File: src/rtl/rf_pkg.sv
// rf_pkg: shared address-width helper and default-config per-port typedefs for the register file.
package rf_pkg;
  localparam int XLEN_DEF = 32;
  localparam int NREGS_DEF = 32;
  localparam int NRD_DEF = 2;
  localparam int NWR_DEF = 2;
  function automatic int addr_w(input int n);
    return (n > 2) ? $clog2(n) : 1;
  endfunction
  localparam int AW_DEF = addr_w(NREGS_DEF);
  typedef logic [AW_DEF-1:0] addr_t;
  typedef logic [XLEN_DEF-1:0] data_t;
  typedef addr_t [NRD_DEF-1:0] rd_addr_vec_t;
  typedef data_t [NRD_DEF-1:0] rd_data_vec_t;
  typedef addr_t [NWR_DEF-1:0] wr_addr_vec_t;
  typedef data_t [NWR_DEF-1:0] wr_data_vec_t;
endpackage

File: src/rtl/rf_scoreboard.sv
// rf_scoreboard: per-register busy bits with issue-set / write-clear resolution and a registered population count.
module rf_scoreboard
  import rf_pkg::*;
#(
  parameter int NREGS = 32,
  parameter int NRD = 2,
  parameter int NWR = 2,
  parameter int BYPASS = 1,
  localparam int AW = addr_w(NREGS)
) (
  input  logic                    clk,
  input  logic                    rst,
  input  logic                    iss_en,
  input  logic [AW-1:0]           iss_addr,
  input  logic [NWR-1:0]          wr_en,
  input  logic [NWR-1:0][AW-1:0]  wr_addr,
  input  logic [NRD-1:0][AW-1:0]  rd_addr,
  output logic [NRD-1:0]          rd_busy,
  output logic [AW:0]             busy_cnt
);
  logic [NREGS-1:0] busy, set, clr, busy_next, busy_view;
  logic [AW:0] pop;
  always_comb begin
    set = '0;
    clr = '0;
    set[iss_addr] = iss_en && (iss_addr != '0);
    for (int i = 0; i < NWR; i++)
      if (wr_en[i]) clr[wr_addr[i]] = 1'b1;
    busy_next = (busy & ~clr) | set;
    busy_next[0] = 1'b0;
    pop = '0;
    for (int j = 0; j < NREGS; j++)
      pop = pop + (AW+1)'(busy_next[j]);
  end
  // Forwarding only hides a clear in flight; a fresh issue shows up after the edge.
  assign busy_view = (BYPASS != 0) ? (busy & ~(clr & ~set)) : busy;
  always_comb begin
    rd_busy = '0;
    for (int k = 0; k < NRD; k++)
      rd_busy[k] = busy_view[rd_addr[k]];
  end
  always_ff @(posedge clk) begin
    if (rst) begin
      busy <= '0;
      busy_cnt <= '0;
    end else begin
      busy <= busy_next;
      busy_cnt <= pop;
    end
  end
endmodule

File: src/rtl/register_file_sb.sv
// register_file_sb: multi-port register file with x0 hardwired to zero, optional write bypass and a busy scoreboard.
module register_file_sb
  import rf_pkg::*;
#(
  parameter int XLEN = 32,
  parameter int NREGS = 32,
  parameter int NRD = 2,
  parameter int NWR = 2,
  parameter int BYPASS = 1,
  localparam int AW = addr_w(NREGS)
) (
  input  logic                     clk,
  input  logic                     rst,
  input  logic [NRD-1:0][AW-1:0]   rd_addr,
  output logic [NRD-1:0][XLEN-1:0] rd_data,
  output logic [NRD-1:0]           rd_busy,
  input  logic [NWR-1:0]           wr_en,
  input  logic [NWR-1:0][AW-1:0]   wr_addr,
  input  logic [NWR-1:0][XLEN-1:0] wr_data,
  input  logic                     iss_en,
  input  logic [AW-1:0]            iss_addr,
  output logic [AW:0]              busy_cnt
);
  logic [XLEN-1:0] regs [NREGS];
  // Later ports are visited last, so the highest-index writer wins on a conflict.
  always_ff @(posedge clk) begin
    if (rst) begin
      for (int r = 0; r < NREGS; r++) regs[r] <= '0;
    end else begin
      for (int i = 0; i < NWR; i++)
        if (wr_en[i] && wr_addr[i] != '0) regs[wr_addr[i]] <= wr_data[i];
    end
  end
  always_comb begin
    rd_data = '0;
    for (int k = 0; k < NRD; k++) begin
      rd_data[k] = (rd_addr[k] == '0) ? '0 : regs[rd_addr[k]];
      for (int i = 0; i < NWR; i++)
        if (BYPASS != 0 && wr_en[i] && wr_addr[i] != '0 && wr_addr[i] == rd_addr[k])
          rd_data[k] = wr_data[i];
    end
  end
  rf_scoreboard #(
    .NREGS(NREGS),
    .NRD(NRD),
    .NWR(NWR),
    .BYPASS(BYPASS)
  ) u_sb (
    .clk(clk),
    .rst(rst),
    .iss_en(iss_en),
    .iss_addr(iss_addr),
    .wr_en(wr_en),
    .wr_addr(wr_addr),
    .rd_addr(rd_addr),
    .rd_busy(rd_busy),
    .busy_cnt(busy_cnt)
  );
endmodule
File: config.mk
export PLATFORM = sky130hd
export DESIGN_NAME = register_file_sb
export DESIGN_NICKNAME = d
export VERILOG_FILES = /design/src/rtl/rf_pkg.sv /design/src/rtl/rf_scoreboard.sv /design/src/rtl/register_file_sb.sv
export SDC_FILE = /design/constraint.sdc
export NUM_CORES = 2
export LEC_CHECK = 0
export CAP_MARGIN = 15
export CORE_ASPECT_RATIO = 1.75
export CORE_MARGIN = 1.5
export CORE_UTILIZATION = 57
export CTS_CLUSTER_SIZE = 40
export DETAILED_ROUTE_END_ITERATION = 8
export PLACE_DENSITY = 0.73
export SYNTH_ARGS = -nofsm -noshare
export SYNTH_HDL_FRONTEND = slang
export SYNTH_SLANG_ARGS = --single-unit
File: constraint.sdc
create_clock -name clk -period 6 [get_ports clk]
set_input_delay 0.6 -clock clk [delete_from_list [all_inputs] [get_ports clk]]
set_output_delay 0.6 -clock clk [all_outputs]
set_load 0.02 [all_outputs]
==> impl_metrics.csv <==
group,metric,value,unit
run_status,result_of_the_run,"finished, final reports clean",
flow_run,maxcap_violations,0,
final_layout,fill_cells,7705,
die,die_width,254,µm
yosys,mappedNetlistArea,0.0627,mm²
routing,via_count,49100,
setup_path,cp_common_cell,"fa_1",
sta,final_setup_viols,0,
setup_path,critPathArrivalTime,6.39,ns
final_layout,syn_to_final_growth,12.9,%
clock_tree,cts_inserted_buffers,99,
grt,pin_count_of_the_biggest_net_entering_global_routing,81,
routing,drt_iter0_markers,9767,
setup_path,critPathBufInv,3,
sta,finalHoldViolCount,0,
yosys,synth_edf_count,1024,
power,power_leakage,23.9,nW
clock_tree,tritoncts,"yes",
clock_tree,ctsRootBufferMaster,"clkbuf_16",
yosys,yosysWarningCount,0,
setup_path,max_fo_critical_path,6,
grt,grt.overflow.total,0,
setup_path,worst_path_dominant_cell_family,"adder cells",
yosys,synth_area_per_cell,15.1,µm²
yosys,syn-instance-count,4148,
routing,vias_per_cell,8.62,
routing,drt-total-wl,268000,µm
clock_tree,cts_sinks,1061,
power,cellPowerDensity,262,mW/mm²
sta,fin_worst_skew,0.0129,ns
placement,hpwlAfterDp,155000,µm
min_path,worst_min_delay_path_class,"input port to flip-flop",
sta,finalMaxSlewViolations,0,
sta,rsz0062_at_grt,"no",
sta,max_freq,172,MHz
yosys,yosys_most_used_dff,"edfxtp_1",
yosys,ys_async_sr_fraction,0,%
sta,finalCritPeriodShare,96.8,%
setup_path,critical_path.startpoint_type,"input port",
clock_tree,ctsHtreeMaxLevel,3,
grt,grt_first_pass_wirelength,367000,µm
placement,dpl-instance-area,0.0670,mm²
die,design.die.area,0.112,mm²
die,fp-row-count,160,
routing,wl_per_cell,47.1,µm
placement,placed_cells_incl_taps,5470,
clock_tree,clock_insertion_delay_worst_skew,0.74,ns
setup_path,critPathKind,"input port to flip-flop",
final_layout,footprint_of_the_flip_flops_and_latches,0.0315,mm²
setup_path,cp_slowest_stage_delay,0.65,ns
die,design.core.area,0.109,mm²
sta,worstMarginPinSlew,1.28,ns
clock_tree,post-cts-setup-buffer-count,0,
setup_path,timing.critical_path.slowest_stage_cell,"fa_1",
final_layout,design_area,0.0708,mm²
routing,drc_errors,0,
final_layout,layoutNonFillerInstCount,5697,
die,design.portCount,166,
setup_path,critical_path_sink_type,"flip-flop",
grt,first_global_vias,48300,
setup_path,required,6.58,ns
final_layout,multi_input_comb_area,0.0290,mm²
yosys,synth_seq_area_share,50.2,%
placement,placer_congestion,0.972,
die,dieHeight,442,µm
clock_tree,cts_max_path_buffers,3,
yosys,synth.ff_latch_count,1061,
routing,detailed_routing_iteration_count_for_the_pre_antenna_repair_pass,9,
final_layout,layout-drive-gt1-share,31.9,%
grt,antenna_found_initial,25,
setup_path,cp_cell_sequence,"clkdlybuf4s50_1 -> and3b_2 -> buf_4 -> a22oi_1 -> a21oi_2 -> fa_1 -> fa_1 -> fa_1 -> fa_1 -> fa_1 -> inv_1 -> fa_1 -> ha_2 -> fa_1 -> a21o_1 -> a21oi_2 -> xor2_1 -> nor2_1",
clock_tree,clk_transition_reported_paths,0.07,ns
final_layout,final_nets,4258,
routing,postRouteAntennaNets,0,
sta,timing.max_slew.rel_slack,14.5,%
power,largest_vdd_supply_drop,242,µV
yosys,post_synth_num_cell_types,70,
placement,port_buffers,165,
grt,grt_use_total,48.3,%
die,initial_utilization,57.6,%
sta,fin_crit,5.81,ns
-- worst register-to-register path, stage by stage, from the launching register on --
cell and delay, ns:
dfxtp_1 0.31, a21o_1 0.17, ha_1 0.29, inv_1 0.07, fa_1 0.45, fa_1 0.65, fa_1 0.47, fa_1 0.48
fa_1 0.50, inv_1 0.05, fa_1 0.44, ha_2 0.22, fa_1 0.45, a21o_1 0.18, a21oi_2 0.15, xor2_1 0.15
nor2_1 0.05
-- placed cells by master, fill, tap and decap left out, types with 23 or more instances in the layout --
cell / instances
fa_1: 23
a22o_1: 994
inv_1: 30
a22oi_1: 90
clkbuf_16: 103
nand2_1: 27
dfxtp_1: 37
nor3_2: 23
mux4_2: 640
nor2_1: 135
a211o_2: 31
a21oi_1: 83
buf_4: 315
clkdlybuf4s50_1: 153
edfxtp_1: 1024
nor2_4: 31
buf_12: 34
conb_1: 32
mux2_2: 64
diode_2: 25
-- Yosys cell counts (11+ instances only) --
library cell / number / area [µm²]
o22ai_1: 12 / 75.1
buf_1: 58 / 218
clkbuf_1: 502 / 1880
mux2_2: 64 / 721
inv_1: 30 / 113
nor2_1: 160 / 601
nand2_1: 27 / 101
xnor2_1: 11 / 96.3
a22oi_1: 92 / 691
fa_1: 23 / 460
nor2b_1: 11 / 68.8
a21oi_1: 93 / 465
a22o_1: 994 / 8710
nor3_1: 31 / 155
dfxtp_1: 37 / 741
buf_2: 89 / 445
xor2_1: 12 / 105
o211ai_1: 11 / 82.6
edfxtp_1: 1024 / 30700
buf_4: 21 / 158
mux4_2: 640 / 14400
a211o_1: 31 / 272
-- worst paths after layout --
path,from,end,slack [ns],depth (start not counted)
max reg2reg,u_sb.busy[1]$_SDFF_PP0_,u_sb.busy_cnt[4]$_SDFF_PP0_,0.78,16
min reg2reg,u_sb.busy[10]$_SDFF_PP0_,u_sb.busy[10]$_SDFF_PP0_,0.56,2
min,rst,u_sb.busy[9]$_SDFF_PP0_,0.39,2
max,wr_addr[6],u_sb.busy_cnt[4]$_SDFF_PP0_,0.19,18
-- sequential cells by signal, indices dropped and copies added, names as in the netlist --
name,cells
regs,1024
u_sb.busy,31
u_sb.busy_cnt,6
-- logic make-up (layout without fill, tap and decap cells) --
group,count (synthesis),in the layout,share of synthesized area [%]
and+or+nand+nor,322,322,2.59
other,1,57,0.00598
xor gates and xnor gates,23,23,0.321
DFF,1061,1061,50.2
muxes,708,708,24.2
adders and majority gates,32,32,0.914
AOI/OAI and AO/OA,1292,1292,17.1
buffers and inverters,709,744,4.63
-- repair_timing --
action | CTS | global route
cloned | 0 | 0
hold buffers | 0 | 0
pin swaps | 0 | 3
setup endpoints to repair | 1 | 1
resized for setup | 1 | 20
-- metal layers --
layer / track usage [%] / up-vias / share of wire [%]
li1: - / 17500 / -
met1: 52.2 / 24000 / 27
met2: 69.9 / 5632 / 44
met3: 20.9 / 1933 / 16
met4: 46.6 / 18 / 12
met5: 0.264 / - / 0.078
-- per-stage QoR --
step | hold WS [ns] | setup TNS [ns] | worst slack [ns] | util [%] | power [W]
final | 0.395 | 0 | 0.193 | 65.0 | 0.0186
after CTS | 0.405 | 0 | 0.116 | 64.5 | 0.0183
after global routing | 0.426 | 0 | 0.0134 | 65.0 | 0.0188
after floorplan | 0.480 | 0 | 0.0180 | - | 0.0107
after global placement | 0.537 | -2.34 | -0.694 | 61.5 | 0.0119
after detailed placement | 0.546 | -2.73 | -0.757 | 61.5 | 0.0120
-- where the power goes --
group	switching (W)	total [W]	leakage [nW]	internal, W
clock	0.00296	0.00649	1.55	0.00353
combinational	0.00189	0.00329	12.3	0.00140
sequential	0.000220	0.00878	10.1	0.00856
total	0.00507	0.0186	23.9	0.0135
-- layout make-up --
class | instances | share of cell area (%)
diodes | 25 | 0.0884
repair buffers | 530 | 7.23
inverters | 31 | 0.171
clock buffers | 126 | 3.76
clock inverters | 57 | 0.769
multi-input cells | 2409 | 40.9
well taps | 1458 | 2.58
flip-flops and latches | 1061 | 44.5
Power figures use the tool's default switching activity.
